===== src/rtl/pipe_muxn.sv =====
// N-way WIDTH-bit select mux with one registered output stage, stall/flush control,
// valid tracking and sticky out-of-range select reporting with a saturating count.
module pipe_muxn #(
  parameter int WIDTH = 32,
  parameter int N     = 5,
  parameter int SELW  = 3,
  parameter int CNTW  = 8
) (
  input  logic                 clk,
  input  logic                 reset,
  input  logic                 en,
  input  logic                 flush,
  input  logic                 in_valid,
  input  logic [SELW-1:0]      s,
  input  logic [N*WIDTH-1:0]   d,
  input  logic                 err_clr,
  output logic [WIDTH-1:0]     y,
  output logic                 y_valid,
  output logic [SELW-1:0]      y_sel,
  output logic                 sel_err,
  output logic [CNTW-1:0]      err_cnt
);

  logic [N-1:0]     hit;
  logic [WIDTH-1:0] sel_data;
  logic             in_range;
  logic             take;
  logic             oor;
  logic [CNTW-1:0]  cnt_inc;

  // One comparator per input, AND-OR combined: no priority chain, and an
  // out-of-range select yields no hit, so sel_data is 0 rather than X.
  always_comb begin
    hit      = '0;
    sel_data = '0;
    for (int k = 0; k < N; k++) begin
      hit[k]   = (s == SELW'(k));
      sel_data = sel_data | ({WIDTH{hit[k]}} & d[k*WIDTH +: WIDTH]);
    end
  end

  assign in_range = |hit;
  assign take     = in_valid & in_range;
  assign oor      = in_valid & ~in_range;
  assign cnt_inc  = (&err_cnt) ? err_cnt : err_cnt + CNTW'(1);

  always_ff @(posedge clk or posedge reset) begin
    if (reset) begin
      y       <= '0;
      y_valid <= 1'b0;
      y_sel   <= '0;
      sel_err <= 1'b0;
      err_cnt <= '0;
    end else if (flush) begin
      y_valid <= 1'b0;
      if (err_clr) begin
        sel_err <= 1'b0;
        err_cnt <= '0;
      end
    end else if (en) begin
      y_valid <= take;
      if (take) begin
        y     <= sel_data;
        y_sel <= s;
      end
      // A clear coinciding with an error event is applied first, leaving a count of one.
      if (oor) begin
        sel_err <= 1'b1;
        err_cnt <= err_clr ? CNTW'(1) : cnt_inc;
      end else if (err_clr) begin
        sel_err <= 1'b0;
        err_cnt <= '0;
      end
    end
  end

endmodule


===== config.mk =====
export PLATFORM = sky130hd
export DESIGN_NAME = pipe_muxn
export DESIGN_NICKNAME = d
export VERILOG_FILES = /design/src/rtl/pipe_muxn.sv
export SDC_FILE = /design/constraint.sdc
export NUM_CORES = 1
export LEC_CHECK = 0
export BUFFER_PORTS_ARGS = -buffer_cell sky130_fd_sc_hd__buf_2
export CAP_MARGIN = 20
export CORE_MARGIN = 1
export CORE_UTILIZATION = 37
export CTS_BUF_LIST = sky130_fd_sc_hd__clkbuf_4 sky130_fd_sc_hd__clkbuf_8 sky130_fd_sc_hd__clkbuf_16
export DETAILED_ROUTE_END_ITERATION = 8
export GPL_ROUTABILITY_DRIVEN = 0
export PLACE_DENSITY = 0.88
export SKIP_CTS_REPAIR_TIMING = 1
export SYNTH_ARGS = -nofsm -noshare
export SYNTH_HDL_FRONTEND = slang
export SYNTH_SLANG_ARGS = --single-unit

===== constraint.sdc =====
create_clock -name clk -period 1.55 [get_ports clk]
set_input_delay 0.0775 -clock clk [delete_from_list [all_inputs] [get_ports clk]]
set_output_delay 0.0775 -clock clk [all_outputs]
set_load 0.01 [all_outputs]

---- Yosys cells after proc, flatten, opt, wreduce, memory -nomap -nowiden ----
Index checks and enable logic that the tools add are counted.
W data, S select, Z words.
word-level totals
  word-level logic and storage cells ...... 42
  RAM bits ................................ 0
  flip-flop bits (word level) ............. 45
  bits in read-only memories .............. 0
  bits in latches ......................... 0
  memories kept ........................... 0
cells by class
  eq/ne operators ......................... 5
  multiplexer cells ....................... 12
  multipliers ............................. 0
  add/sub/neg operators ................... 1
  bitwise logic cells ..................... 13
  reductions and logical operators ........ 6
  shifts and indexed selects .............. 0
  div/mod/pow operators ................... 0
  $lt $le $gt $ge ......................... 0
operators with widths
  operator               number
  $and A32 B32 Y32       5
  $or A32 B32 Y32        4
  $mux W8                6
  $add A8 B1 Y8 const B  1
  $reduce_and A8 Y1      1
  $eq A3 B2 Y1 const B   2
  $mux W1                6
  $reduce_or A5 Y1       1
  $ne A4 B4 Y1 const B   1
  $eq A3 B1 Y1 const B   1
  $eq A3 B3 Y1 const B   1
  $logic_not A3 Y1       1
  $reduce_and A3 Y1      1
  $and A1 B1 Y1          2
  $not A1 Y1             2
  $reduce_and A2 Y1      1
  $reduce_bool A2 Y1     1

---- Longest topological paths before layout ----
  depth after elaboration ................. 7
  depth in mapped cells ................... 7
  depth with buffers taken out ............ 5

---- Worst setup path before layout ----
No wires, ideal clock.
  path type ............................... register to register
  start ................................... register err_cnt[0]
  end ..................................... register err_cnt[3]
  setup time .............................. 0.077 ns
  setup slack ............................. -0.024 ns
  required time ........................... 1.473 ns
  stages on the path, launching flop included .. 6
  data arrival time ....................... 1.496 ns
  path buffers ............................ 0
  clock period less this slack ............ 1.574 ns
  cells stage by stage .................... dfrtp_1 ha_1 nand3b_1 nor4_1 or4_1 a21oi_1
between the ends
  word-level cells in the longest chain between the ends .. 6
  elaborated cells on any way between the ends .. 9
  those cells by class .................... 1 x add/sub; 1 x eq/ne; 5 x mux; 2 x reduce/logical
ends and longest elaborated chain
  item                      RTL line  source
  start: declaration        21        output logic [CNTW-1:0] err_cnt
  start signal: assignment  69        err_cnt <= err_clr ? CNTW'(1) : cnt_inc;
  $add A8 B1 Y8             45        assign cnt_inc = (&err_cnt) ? err_cnt : err_cnt + CNTW'(1);
  $mux W8                   45
  $mux W8                   69
  $mux W8                   67        if (oor) begin
  $mux W8                   60        end else if (en) begin
  $mux W8                   54        end else if (flush) begin
Parallel ways exist; a longest one is shown, timed or not. The select of a mux whose other input is x is not followed.
A chain may end at the register's enable or synchronous reset.

---- Worst setup path in the final report ----
  start ................................... register err_cnt[0]
  end ..................................... register err_cnt[2]
The elaborated chain is that of the path after synthesis.

==> results.py <==
metrics = {
    "synthesis": {
        "synth_ff_type": "dfrtp_1",
        "yosysSeqAreaShare": 0.378,
        "ys_ff_latch": 45,
        "synth-edff-count": 0,
        "async_reset_ff_frac": 1.00,
        "syn-cell-area_um2": 2980,
        "synthCells": 308,
        "synth_cell_type_count": 44,
        "yosysWarnings": 0,
        "synthesis.nets": 478,
        "syn-mean-instance-area_um2": 9.67,
    },
    "floorplan": {
        "die_w_um": 91.7,
        "rows": 32,
        "die_height_um": 91.7,
        "io_pins": 214,
        "core_um2": 7770,
        "initial_core_util": 0.384,
        "die-area_um2": 8410,
    },
    "critical_path": {
        "crit_path_start_kind": "flip-flop",
        "crit_arrival_ns": 1.90,
        "cpPeakStageDelay_ns": 0.50,
        "worstPathCellList": "ha_4, nand3b_1, or4_4, a31oi_1, a31o_2",
        "crit_type": "flip-flop to flip-flop",
        "startpoint": "err_cnt[0]$_DFFE_PP0P_",
        "endpoint_kind": "flip-flop",
        "r2r_slack_ns": -0.11,
        "slowest_stage": "or4_4",
        "worst-path-max-fanout": 4,
        "r2r-start": "err_cnt[0]$_DFFE_PP0P_",
        "required_ns": 1.79,
    },
    "route": {
        "dr_wl_met2_mm": 5.96,
        "wl_met3_um": 900,
        "wirelength_met1_mm": 4.38,
        "ant_nets": 0,
        "vias": 3647,
        "drt-wirelength-per-cell_um": 17.9,
        "drt_first_pass_iters": 5,
        "dr.max_layer_used": "met4",
        "drcViolationCount": 0,
        "wirelength_mm": 11.4,
        "drt_iter0_markers": 186,
        "viasPerCell": 5.73,
    },
    "clock_network": {
        "numCtsBuffers": 5,
        "cts_tree": "yes",
        "clock_insertion_delay_worst_skew_ns": 0.29,
        "path_clk_slew_ns": 0.09,
        "cts_root_buffer": "clkbuf_8",
        "clock-sinks": 45,
        "h-tree-depth": 2,
        "clockBufferDepth": 2,
    },
    "layout": {
        "n_antenna_cell": 0,
        "final_common_cell": "buf_2",
        "syn_to_final_growth_pct": 49.9,
        "nFillCells": 714,
        "drive_above_1_share": 0.564,
        "most-common-layout-cells": "buf_2, nand2_1, dfrtp_1",
        "post-route-util": 0.575,
        "fin_nets": 703,
    },
    "timing": {
        "final_hold_viol_count": 0,
        "clock_skew_ns": 0.00187,
        "max_freq_mhz": 602,
        "maxSlewHeadroom": 0.511,
        "finalMaxSlewViolations": 0,
        "worstMarginPinSlew_ns": 0.725,
        "rsz0062_at_grt": "true",
        "fin_ws_ns": -0.111,
        "period_minus_slack_ns": 1.66,
        "setup_viol": 5,
        "timing.final.crit_share": 1.07,
    },
    "global_routing": {
        "track_usage": 0.262,
        "grt_max_degree": 27,
        "first_global_vias": 3733,
        "grt_pass1_wl_mm": 17.5,
        "grt_overflow": 0,
        "antenna_found_initial": 0,
    },
    "pwr": {
        "peakVddDrop_v": 0.000321,
        "p_seq_frac": 0.443,
        "p_total_mw": 3.37,
        "internal-power_mw": 2.30,
        "p_leak_nw": 2.21,
        "pwr-share-comb": 0.339,
        "switching_share": 0.319,
        "cellPowerDensity_nw_per_um2": 756,
        "power_frac_clock": 0.218,
        "p_switching_mw": 1.08,
    },
    "outcome": {
        "status": "finished, violations left",
        "violations": "setup timing",
    },
    "placed_design": {
        "dp_hpwl_mm": 8.75,
        "port_buffers": 213,
    },
    "hold_path": {
        "hold_start": "d[40]",
        "hp-class": "primary input to flip-flop",
    },
    "run": {
        "drv_cap": 0,
    },
}
routing by layer:
| layer | vias up | GRT usage |
|---|---|---|
| met5 | - | 0 |
| met1 | 1752 | 0.311 |
| met3 | 19 | 0.0522 |
| met2 | 221 | 0.478 |
| li1 | 1655 | - |
| met4 | 0 | 0.0729 |
synthesized netlist by cell type, types with 2 or more instances:
library cell / instances / share of area
a21oi_1: 30 / 0.050
a221o_1: 20 / 0.067
a32oi_1: 20 / 0.059
buf_2: 12 / 0.020
buf_4: 3 / 0.0076
buf_6: 2 / 0.0076
clkbuf_1: 10 / 0.013
dfrtp_1: 45 / 0.38
inv_1: 4 / 0.0050
mux2_2: 20 / 0.076
mux4_2: 11 / 0.083
nand2_1: 53 / 0.067
nand3_1: 12 / 0.020
nand3b_1: 3 / 0.0076
nand4_1: 9 / 0.019
nor2_1: 11 / 0.014
nor2b_1: 2 / 0.0042
nor3_1: 2 / 0.0034
o21ai_0: 4 / 0.0067
o21ai_1: 2 / 0.0034
o22ai_1: 5 / 0.010
o31ai_1: 2 / 0.0050
o41ai_1: 3 / 0.0088
or4_1: 3 / 0.0076
critical path, delay by kind of cell (launching register included):
family | cells | cell delay (ns)
and+or+nand+nor | 2 | 0.70
DFF | 1 | 0.41
AOI/OAI and AO/OA | 2 | 0.32
adders and majority gates | 1 | 0.18
through the flow:
stage                     hold slack, ns  std cells  area [um2]  setup WS, ns  TNS [ns]
final                            0.00862        636        4470        -0.111    -0.317
after global routing            0.000877        636        4470        -0.152    -0.628
after CTS                         -0.205        630        4350        -0.226    -0.521
after detailed placement           0.117        622        4270        -0.231     -3.82
after global placement             0.109        622        4270       -0.0738    -0.592
after floorplan                    0.223        308        2980       0.00207         0
sequential cells by signal, indices dropped and copies added, names as in the netlist:
register / cells
err_cnt: 8
sel_err: 1
y: 32
y_sel: 3
y_valid: 1
logic make-up after synthesis:
kind of cell,share of synthesized area
xor+xnor,0.00294
compound gates,0.230
mux,0.162
fa+ha+maj,0.00420
flops,0.378
simple gates,0.168
buf+inv,0.0542
power by group through the flow:
stage          Combinational [mW]  Clock (mW)  Sequential [mW]
2_1_floorplan               0.461           0             1.60
3_3_place_gp                 1.08           0             1.50
3_5_place_dp                 1.13           0             1.51
4_1_cts                      1.13       0.756             1.49
5_1_grt                      1.24       0.819             1.52
6_report                     1.14       0.737             1.49
path summary, 6_finish.rpt:
check	end	cells after the start
min	y[8]$_DFFE_PP0P_	2
max reg2reg	err_cnt[2]$_DFFE_PP0P_	5
min in group asynchronous	y[21]$_DFFE_PP0P_	3
max in group asynchronous	y_sel[1]$_DFFE_PP0P_	4
min reg2reg	sel_err$_DFFE_PP0P_	2
max	err_cnt[2]$_DFFE_PP0P_	5
final cells by class:
class                      instances  area, um2  share of cell area
sequential                        45       1130               0.252
clock inverter                     2       10.0             0.00224
clock buffer                       6       76.3              0.0171
timing repair buffer             246       1350               0.301
tap                              102        128              0.0286
inverter                           4       15.0             0.00336
multi-input combinational        231       1770               0.396
(Power assumes the default switching activity.)
